===== config.mk =====
export PLATFORM = sky130hd
export DESIGN_NAME = msg_event_coordinator_flat
export DESIGN_NICKNAME = d
export VERILOG_FILES = /design/src/rtl/msg_event_coordinator_if.sv /design/src/rtl/msg_event_coordinator.sv /design/src/flat_wrapper.sv
export SDC_FILE = /design/constraint.sdc
export NUM_CORES = 1
export LEC_CHECK = 0
export ABC_CLOCK_PERIOD_IN_PS = 31300
export CAP_MARGIN = 5
export CORE_ASPECT_RATIO = 1.4
export CORE_MARGIN = 2
export CORE_UTILIZATION = 25
export DETAILED_ROUTE_END_ITERATION = 10
export GPL_TIMING_DRIVEN = 0
export HOLD_SLACK_MARGIN = 0.06
export PLACE_DENSITY = 0.5
export SKIP_CTS_REPAIR_TIMING = 1
export SKIP_LAST_GASP = 1
export SYNTH_ARGS = -nofsm -noshare
export SYNTH_HDL_FRONTEND = slang
export SYNTH_SLANG_ARGS = --single-unit

===== constraint.sdc =====
create_clock -name i_clk -period 31.3 [get_ports i_clk]
set_clock_uncertainty 0.05 [all_clocks]
set_input_delay 6.26 -clock i_clk [delete_from_list [all_inputs] [get_ports i_clk]]
set_output_delay 6.26 -clock i_clk [all_outputs]
set_load 0.005 [all_outputs]

===== src/rtl/msg_event_coordinator_if.sv =====
// Event-pulse and log-stream bundle between the event sources / log reader and msg_event_coordinator.
// The slave modport is the coordinator's side of the bundle.
interface msg_event_coordinator_if #(
  parameter int N_SRC = 8,
  parameter int SRC_W = $clog2(N_SRC)
);
  logic [N_SRC-1:0] ev_fatal;
  logic [N_SRC-1:0] ev_error;
  logic [N_SRC-1:0] ev_warn;
  logic [N_SRC-1:0] ev_info;
  logic [N_SRC-1:0] ev_debug;
  logic             log_valid;
  logic             log_ready;
  logic [2:0]       log_sev;
  logic [SRC_W-1:0] log_src;

  modport master (
    output ev_fatal, ev_error, ev_warn, ev_info, ev_debug, log_ready,
    input  log_valid, log_sev, log_src
  );

  modport slave (
    input  ev_fatal, ev_error, ev_warn, ev_info, ev_debug, log_ready,
    output log_valid, log_sev, log_src
  );
endinterface


===== src/rtl/msg_event_coordinator.sv =====
// On-chip health monitor: severity counters, sticky flags, error-limit/timeout stop request
// and a small log FIFO carrying one arbitrated event per cycle.
//
//  state   | meaning
//  ST_RUN  | counting events, timer running, logging
//  ST_STOP | stop requested; counters/timer frozen, log FIFO still drains
module msg_event_coordinator #(
  parameter int N_SRC     = 8,
  parameter int CNT_W     = 16,
  parameter int TO_W      = 32,
  parameter int LOG_DEPTH = 4,
  parameter int SRC_W     = $clog2(N_SRC)
) (
  input  logic                 i_clk,
  input  logic                 i_rst_n,
  input  logic                 i_clr,
  input  logic [CNT_W-1:0]     i_cfg_error_limit,
  input  logic [TO_W-1:0]      i_cfg_timeout,
  input  logic                 i_cfg_warn_en,
  input  logic                 i_cfg_info_en,
  input  logic                 i_cfg_debug_en,
  msg_event_coordinator_if.slave bus,
  output logic [CNT_W-1:0]     o_error_count,
  output logic [CNT_W-1:0]     o_warn_count,
  output logic [CNT_W-1:0]     o_log_drop_count,
  output logic                 o_error_flag,
  output logic                 o_fatal_flag,
  output logic                 o_timeout_flag,
  output logic                 o_stop_req,
  output logic [1:0]           o_stop_cause,
  output logic                 o_first_err_valid,
  output logic [SRC_W-1:0]     o_first_err_src
);
  localparam int INC_W = SRC_W + 3;
  localparam int SUM_W = CNT_W + INC_W + 1;
  localparam int AW    = $clog2(LOG_DEPTH);
  localparam int ENT_W = 3 + SRC_W;
  localparam logic [CNT_W-1:0] CNT_MAX = '1;

  typedef enum logic {ST_RUN, ST_STOP} state_t;

  function automatic logic [INC_W-1:0] f_popcnt(input logic [N_SRC-1:0] v);
    logic [INC_W-1:0] n;
    n = '0;
    for (int i = 0; i < N_SRC; i++) n = n + INC_W'(v[i]);
    return n;
  endfunction

  function automatic logic [CNT_W-1:0] f_sat_add(input logic [CNT_W-1:0] a,
                                                 input logic [INC_W-1:0] b);
    logic [SUM_W-1:0] s;
    s = SUM_W'(a) + SUM_W'(b);
    return (s > SUM_W'(CNT_MAX)) ? CNT_MAX : s[CNT_W-1:0];
  endfunction

  function automatic logic [SRC_W-1:0] f_lowest(input logic [N_SRC-1:0] v);
    logic [SRC_W-1:0] idx;
    idx = '0;
    for (int i = N_SRC - 1; i >= 0; i--) if (v[i]) idx = SRC_W'(i);
    return idx;
  endfunction

  state_t             r_state;
  logic [CNT_W-1:0]   r_error_count, r_warn_count, r_drop_count;
  logic               r_error_flag, r_fatal_flag, r_timeout_flag, r_stop_req;
  logic [1:0]         r_stop_cause;
  logic               r_first_err_valid;
  logic [SRC_W-1:0]   r_first_err_src;
  logic [TO_W-1:0]    r_timer;
  logic [ENT_W-1:0]   r_mem [LOG_DEPTH];
  logic [AW-1:0]      r_wr_ptr, r_rd_ptr;
  logic [AW:0]        r_count;
  logic               r_log_valid;
  logic [2:0]         r_log_sev;
  logic [SRC_W-1:0]   r_log_src;

  logic               w_run, w_to_hit, w_limit_hit, w_any_err, w_any_fatal;
  logic [INC_W-1:0]   w_err_inc, w_elig_cnt;
  logic [CNT_W-1:0]   w_err_next, w_warn_next, w_drop_next;
  logic [N_SRC-1:0]   w_m_warn, w_m_info, w_m_debug;
  logic [2:0]         w_sel_sev;
  logic [SRC_W-1:0]   w_sel_src;
  logic               w_pop, w_full, w_push;
  logic [AW:0]        w_count_next;
  logic [AW-1:0]      w_rd_next;
  logic [ENT_W-1:0]   w_entry, w_head_next;

  always_comb begin
    w_run       = (r_state == ST_RUN);
    w_to_hit    = (i_cfg_timeout != '0) && (r_timer == i_cfg_timeout - TO_W'(1));
    w_any_fatal = |bus.ev_fatal;
    w_any_err   = |(bus.ev_fatal | bus.ev_error);
    w_err_inc   = f_popcnt(bus.ev_fatal) + f_popcnt(bus.ev_error) + INC_W'(w_to_hit);
    w_err_next  = f_sat_add(r_error_count, w_err_inc);
    w_warn_next = f_sat_add(r_warn_count, f_popcnt(bus.ev_warn));
    w_limit_hit = (i_cfg_error_limit != '0) && (w_err_next >= i_cfg_error_limit);

    w_m_warn   = i_cfg_warn_en  ? bus.ev_warn  : '0;
    w_m_info   = i_cfg_info_en  ? bus.ev_info  : '0;
    w_m_debug  = i_cfg_debug_en ? bus.ev_debug : '0;
    w_elig_cnt = f_popcnt(bus.ev_fatal) + f_popcnt(bus.ev_error) + f_popcnt(w_m_warn)
               + f_popcnt(w_m_info) + f_popcnt(w_m_debug);

    w_sel_sev = 3'd0;
    w_sel_src = '0;
    if (|bus.ev_fatal) begin
      w_sel_sev = 3'd0; w_sel_src = f_lowest(bus.ev_fatal);
    end else if (|bus.ev_error) begin
      w_sel_sev = 3'd1; w_sel_src = f_lowest(bus.ev_error);
    end else if (|w_m_warn) begin
      w_sel_sev = 3'd2; w_sel_src = f_lowest(w_m_warn);
    end else if (|w_m_info) begin
      w_sel_sev = 3'd3; w_sel_src = f_lowest(w_m_info);
    end else if (|w_m_debug) begin
      w_sel_sev = 3'd4; w_sel_src = f_lowest(w_m_debug);
    end

    w_pop        = r_log_valid && bus.log_ready;
    w_full       = (r_count == (AW+1)'(LOG_DEPTH));
    w_push       = w_run && (w_elig_cnt != '0) && (!w_full || w_pop);
    w_drop_next  = f_sat_add(r_drop_count, w_elig_cnt - INC_W'(w_push));
    w_count_next = r_count + (AW+1)'(w_push) - (AW+1)'(w_pop);
    w_rd_next    = r_rd_ptr + AW'(w_pop);
    w_entry      = {w_sel_sev, w_sel_src};
    // The output head is registered; when the FIFO is empty after a pop, the new entry becomes the head.
    w_head_next  = ((r_count - (AW+1)'(w_pop)) == '0) ? w_entry : r_mem[w_rd_next];
  end

  always_ff @(posedge i_clk) begin
    if (i_rst_n && !i_clr && w_push) r_mem[r_wr_ptr] <= w_entry;
  end

  always_ff @(posedge i_clk) begin
    if (!i_rst_n || i_clr) begin
      r_state           <= ST_RUN;
      r_error_count     <= '0;
      r_warn_count      <= '0;
      r_drop_count      <= '0;
      r_error_flag      <= 1'b0;
      r_fatal_flag      <= 1'b0;
      r_timeout_flag    <= 1'b0;
      r_stop_req        <= 1'b0;
      r_stop_cause      <= 2'd0;
      r_first_err_valid <= 1'b0;
      r_first_err_src   <= '0;
      r_timer           <= '0;
      r_wr_ptr          <= '0;
      r_rd_ptr          <= '0;
      r_count           <= '0;
      r_log_valid       <= 1'b0;
      r_log_sev         <= 3'd0;
      r_log_src         <= '0;
    end else begin
      r_wr_ptr    <= r_wr_ptr + AW'(w_push);
      r_rd_ptr    <= w_rd_next;
      r_count     <= w_count_next;
      r_log_valid <= (w_count_next != '0);
      r_log_sev   <= w_head_next[ENT_W-1 -: 3];
      r_log_src   <= w_head_next[SRC_W-1:0];
      case (r_state)
        ST_RUN: begin
          r_error_count <= w_err_next;
          r_warn_count  <= w_warn_next;
          r_drop_count  <= w_drop_next;
          r_timer       <= r_timer + TO_W'(1);
          if (w_any_err) r_error_flag <= 1'b1;
          if (w_any_fatal || w_to_hit) r_fatal_flag <= 1'b1;
          if (w_to_hit) r_timeout_flag <= 1'b1;
          if (w_any_err && !r_first_err_valid) begin
            r_first_err_valid <= 1'b1;
            r_first_err_src   <= f_lowest(bus.ev_fatal | bus.ev_error);
          end
          if (w_any_fatal || w_limit_hit || w_to_hit) begin
            r_state      <= ST_STOP;
            r_stop_req   <= 1'b1;
            r_stop_cause <= w_any_fatal ? 2'd1 : (w_limit_hit ? 2'd2 : 2'd3);
          end
        end
        default: ;
      endcase
    end
  end

  assign o_error_count     = r_error_count;
  assign o_warn_count      = r_warn_count;
  assign o_log_drop_count  = r_drop_count;
  assign o_error_flag      = r_error_flag;
  assign o_fatal_flag      = r_fatal_flag;
  assign o_timeout_flag    = r_timeout_flag;
  assign o_stop_req        = r_stop_req;
  assign o_stop_cause      = r_stop_cause;
  assign o_first_err_valid = r_first_err_valid;
  assign o_first_err_src   = r_first_err_src;
  assign bus.log_valid     = r_log_valid;
  assign bus.log_sev       = r_log_sev;
  assign bus.log_src       = r_log_src;
endmodule


===== src/flat_wrapper.sv =====
// flat-port wrapper written by rule: the top's interface ports become plain ports
module msg_event_coordinator_flat 
#(
  parameter int N_SRC     = 8,
  parameter int CNT_W     = 16,
  parameter int TO_W      = 32,
  parameter int LOG_DEPTH = 4,
  parameter int SRC_W     = $clog2(N_SRC)
)
  (i_clk, i_rst_n, i_clr, i_cfg_error_limit, i_cfg_timeout, i_cfg_warn_en, i_cfg_info_en, i_cfg_debug_en, o_error_count, o_warn_count, o_log_drop_count, o_error_flag, o_fatal_flag, o_timeout_flag, o_stop_req, o_stop_cause, o_first_err_valid, o_first_err_src, bus_ev_fatal, bus_ev_error, bus_ev_warn, bus_ev_info, bus_ev_debug, bus_log_ready, bus_log_valid, bus_log_sev, bus_log_src);
  msg_event_coordinator_if #(.N_SRC(N_SRC), .SRC_W(SRC_W)) bus_i ();
  input  logic i_clk;
  input  logic i_rst_n;
  input  logic i_clr;
  input  logic [CNT_W-1:0] i_cfg_error_limit;
  input  logic [TO_W-1:0] i_cfg_timeout;
  input  logic i_cfg_warn_en;
  input  logic i_cfg_info_en;
  input  logic i_cfg_debug_en;
  output logic [CNT_W-1:0] o_error_count;
  output logic [CNT_W-1:0] o_warn_count;
  output logic [CNT_W-1:0] o_log_drop_count;
  output logic o_error_flag;
  output logic o_fatal_flag;
  output logic o_timeout_flag;
  output logic o_stop_req;
  output logic [1:0] o_stop_cause;
  output logic o_first_err_valid;
  output logic [SRC_W-1:0] o_first_err_src;
  input wire logic [$bits(bus_i.ev_fatal)-1:0] bus_ev_fatal;
  input wire logic [$bits(bus_i.ev_error)-1:0] bus_ev_error;
  input wire logic [$bits(bus_i.ev_warn)-1:0] bus_ev_warn;
  input wire logic [$bits(bus_i.ev_info)-1:0] bus_ev_info;
  input wire logic [$bits(bus_i.ev_debug)-1:0] bus_ev_debug;
  input wire logic [$bits(bus_i.log_ready)-1:0] bus_log_ready;
  output wire logic [$bits(bus_i.log_valid)-1:0] bus_log_valid;
  output wire logic [$bits(bus_i.log_sev)-1:0] bus_log_sev;
  output wire logic [$bits(bus_i.log_src)-1:0] bus_log_src;
  assign bus_i.ev_fatal = bus_ev_fatal;
  assign bus_i.ev_error = bus_ev_error;
  assign bus_i.ev_warn = bus_ev_warn;
  assign bus_i.ev_info = bus_ev_info;
  assign bus_i.ev_debug = bus_ev_debug;
  assign bus_i.log_ready = bus_log_ready;
  assign bus_log_valid = bus_i.log_valid;
  assign bus_log_sev = bus_i.log_sev;
  assign bus_log_src = bus_i.log_src;
  msg_event_coordinator #(.N_SRC(N_SRC), .CNT_W(CNT_W), .TO_W(TO_W), .LOG_DEPTH(LOG_DEPTH), .SRC_W(SRC_W)) u_core (.i_clk(i_clk), .i_rst_n(i_rst_n), .i_clr(i_clr), .i_cfg_error_limit(i_cfg_error_limit), .i_cfg_timeout(i_cfg_timeout), .i_cfg_warn_en(i_cfg_warn_en), .i_cfg_info_en(i_cfg_info_en), .i_cfg_debug_en(i_cfg_debug_en), .bus(bus_i), .o_error_count(o_error_count), .o_warn_count(o_warn_count), .o_log_drop_count(o_log_drop_count), .o_error_flag(o_error_flag), .o_fatal_flag(o_fatal_flag), .o_timeout_flag(o_timeout_flag), .o_stop_req(o_stop_req), .o_stop_cause(o_stop_cause), .o_first_err_valid(o_first_err_valid), .o_first_err_src(o_first_err_src));
endmodule

==> summary.txt <==
number of CTS-inserted buffers -> 17
Hold Fails Final Rpt -> 0
launch point of the critical path -> bus_ev_fatal[0]
Arr. time, crit path -> 17.63 ns
I/O pins -> 160
TritonCTS clock tree -> done
worst path required time -> 31.54 ns
critical path's slowest cell -> a41oi_1
grt met2 use -> 27.3%
R2R depth -> 26
measured slew at the worst slew-check pin -> 1.12 ns
CTS Buffer Depth -> 2
post-synthesis sequential area ratio -> 27.9%
CTS sink cnt -> 129
Initial Utilization -> 25.2%
delay-heaviest family, CP -> adder cells
fraction of layout instances using a drive strength above 1 -> 5.14%
crit-path max cell delay -> 0.80 ns
CP endpoint kind -> flip-flop
crit-path max FO -> 10
total grt overflow -> 0
crit path to -> u_core.o_log_drop_count[13]$_SDFFE_PP0N_
min Tclk post-route -> 17.38 ns
initial antenna violation count -> 0
Placer Congestion -> 0.877
htree depth -> 4
initial DRC count -> 493
DR vias/cell -> 4.77
CTS clk-pin slew, worst paths -> 0.06 ns
top-count cell post-synth -> inv_1
Synth area leaders -> dfxtp_1 21%, ha_1 9.7%, fa_1 7.5%, edfxtp_1 7.1%, xor2_1 4.9%
CP Launch Type -> input pin
fmax -> 0.0575 GHz
DR DRC count -> 0
GR met1 Demand/Resource -> 17.2%
vias in the first global route -> 9138
Syn Area/Cell -> 8.51 sq um
final setup fails -> 0
Hold Crit Class -> reg2reg
GR Util met3 -> 2.50%
Die H -> 242 um
Setup TNS -> 0 ns
Reg2Reg Setup Slack -> 23.71 ns
PwrDens -> 96.2 mW/mm^2
Synth Instances -> 1187
max-cap violation count -> 0
Worst path most repeated cell -> fa_1
count of cell types in the netlist -> 78
DIE WIDTH -> 174 um
WP buf/inv -> 8
status -> finished clean
Synth Flop Type -> dfxtp_1
global-route wire length before repair -> 49.1 mm
root buffer cell -> clkbuf_16
DRT Wirelength -> 31.4 mm
post-route ant nets -> 0
vias post-DR -> 9143
syn_nets -> 1398
Reg-to-Reg Start -> u_core.r_timer[2]$_SDFFE_PP0N_
Pwr Total -> 1.26 mW
largest net degree at the start of global routing -> 17
GR Util All Layers -> 14.9%
DP Area -> 0.0124 sq mm
Post-layout nets -> 1580
hold depth -> 2
Synth area leader -> dfxtp_1
Skew-Pair Late Insertion Delay -> 0.43 ns
RSZ-0062 raised after global routing -> no
reg-to-reg critical path endpoint -> u_core.o_stop_req$_SDFFE_PP0P_
port bufs -> 159
#FFs+latches synth -> 129
ant diodes -> 0
Die Area -> 0.0421 sq mm
grt peak-use layer -> met2
YS warnings -> 0
worst relative slew slack -> 24.6%
Fillers -> 4289
Post-Syn Area -> 0.0101 sq mm
Site Rows -> 87
Synth top area share -> 20.8%
Post-synth EDFFs -> 24
synth cell count leaders -> 130 x inv_1, 109 x nor2_1, 105 x dfxtp_1, 78 x ha_1, 74 x a21oi_1
VDD IR max -> 175 uV
fin. max-slew vios -> 0
period utilisation layout -> 55.5%
DR pass1 iterations -> 5
Hold WS -> 0.428 ns
design area -> 0.0131 sq mm
fraction of registers with async set/reset -> 0%
Detail Placement HPWL -> 25.6 mm
WL per Instance -> 16.4 um
CP Class -> in2reg
Levels on crit path -> 38
CORE AREA -> 0.0401 sq mm
synthesis-to-layout area growth -> 29.3%
static leakage -> 5.22 nW
-- kinds of logic after synthesis --
kind of cell	Yosys count	synth area share [%]
compound gates	232	14.9
xor+xnor	101	8.75
fa+ha+maj	116	17.2
buf+inv	163	6.12
flops	129	27.9
mux	24	3.19
simple gates	422	21.9
-- worst min path at each step --
| stage | from | slack, ns | to |
|---|---|---|---|
| 3_3_place_gp | u_core.o_error_flag$_SDFFE_PP0P_ | 0.40 | u_core.o_error_flag$_SDFFE_PP0P_ |
| 3_5_place_dp | u_core.o_error_flag$_SDFFE_PP0P_ | 0.42 | u_core.o_error_flag$_SDFFE_PP0P_ |
| 5_1_grt | u_core.o_error_flag$_SDFFE_PP0P_ | 0.45 | u_core.o_error_flag$_SDFFE_PP0P_ |
| 2_1_floorplan | u_core.o_first_err_src[0]$_SDFFE_PP0P_ | 0.41 | u_core.o_first_err_src[0]$_SDFFE_PP0P_ |
| 4_1_cts | u_core.o_error_flag$_SDFFE_PP0P_ | 0.43 | u_core.o_error_flag$_SDFFE_PP0P_ |
| 6_report | u_core.o_error_flag$_SDFFE_PP0P_ | 0.43 | u_core.o_error_flag$_SDFFE_PP0P_ |
-- final cells by class --
class | count | area [sq um] | share of cell area, %
multi-input cells | 895 | 6680 | 51.2
flip-flops and latches | 129 | 2820 | 21.6
repair buffers | 163 | 1610 | 12.4
well taps | 534 | 668 | 5.11
inverters | 131 | 492 | 3.76
clock buffers | 18 | 429 | 3.29
clock inverters | 14 | 228 | 1.74
plain buffers | 32 | 126 | 0.967
-- placed cells by master (no fill, tap or decap), types with 5 or more instances in the layout --
cell type and n:
bufinv_16 5, ha_1 78, nand2b_1 10, a21o_1 12
nand3_1 51, o21ai_0 52, nor4_1 14, dfxtp_1 105
o31ai_1 8, mux2_2 5, nand2_1 70, nor2b_1 14
a311oi_1 5, clkdlybuf4s50_1 159, a21oi_1 74, buf_2 5
inv_1 130, and3_1 8, o221a_2 5, and2_1 21
clkbuf_16 17, a31oi_1 10, a211oi_1 7, nor3_1 39
mux2i_1 12, o211a_1 6, edfxtp_1 24, and4_1 6
nor3b_1 6, fa_1 38, mux4_2 6, xnor2_1 45
clkbuf_1 26, o21bai_1 6, or3_1 15, nand4_1 25
nor2_1 109, or4_1 8, xor2_1 56
-- tightest hold or removal path, cell delays in order (launching register included) --
cell and delay [ns]:
dfxtp_1 0.33, nor2_1 0.05, nor2_1 0.07
-- stage by stage --
stage | std cells | utilization (%) | setup WS, ns
after floorplan | 1187 | - | 15.28
after global placement | 1880 | 30.9 | 13.62
after detailed placement | 1884 | 31.0 | 13.40
after CTS | 1916 | 32.6 | 13.86
after global routing | 1916 | 32.6 | 13.25
final | 1916 | 32.6 | 13.92
-- flip-flops by register name (all words and copies together), names as in the netlist --
signal	flops
u_core.r_rd_ptr	2
u_core.o_fatal_flag	1
u_core.bus.log_src	3
u_core.r_wr_ptr	2
u_core.o_first_err_valid	1
u_core.o_warn_count	16
u_core.o_stop_cause	2
u_core.o_stop_req	1
u_core.o_error_count	16
u_core.r_count	3
u_core.bus.log_sev	3
u_core.o_first_err_src	3
u_core.r_state	1
u_core.o_timeout_flag	1
u_core.bus.log_valid	1
u_core.o_log_drop_count	16
u_core.r_mem	24
u_core.r_timer	32
u_core.o_error_flag	1
-- power breakdown --
part	total (mW)	internal, mW	switching [mW]
clock	0.226	0.143	0.0830
sequential	0.196	0.186	0.00950
combinational	0.835	0.376	0.459
-- routing by layer --
metal	vias to the layer above	part of all wire [%]
li1	4557	-
met1	4327	42
met2	217	52
met3	42	3.5
met4	0	2.9
met5	-	0
(Power assumes the default switching activity.)
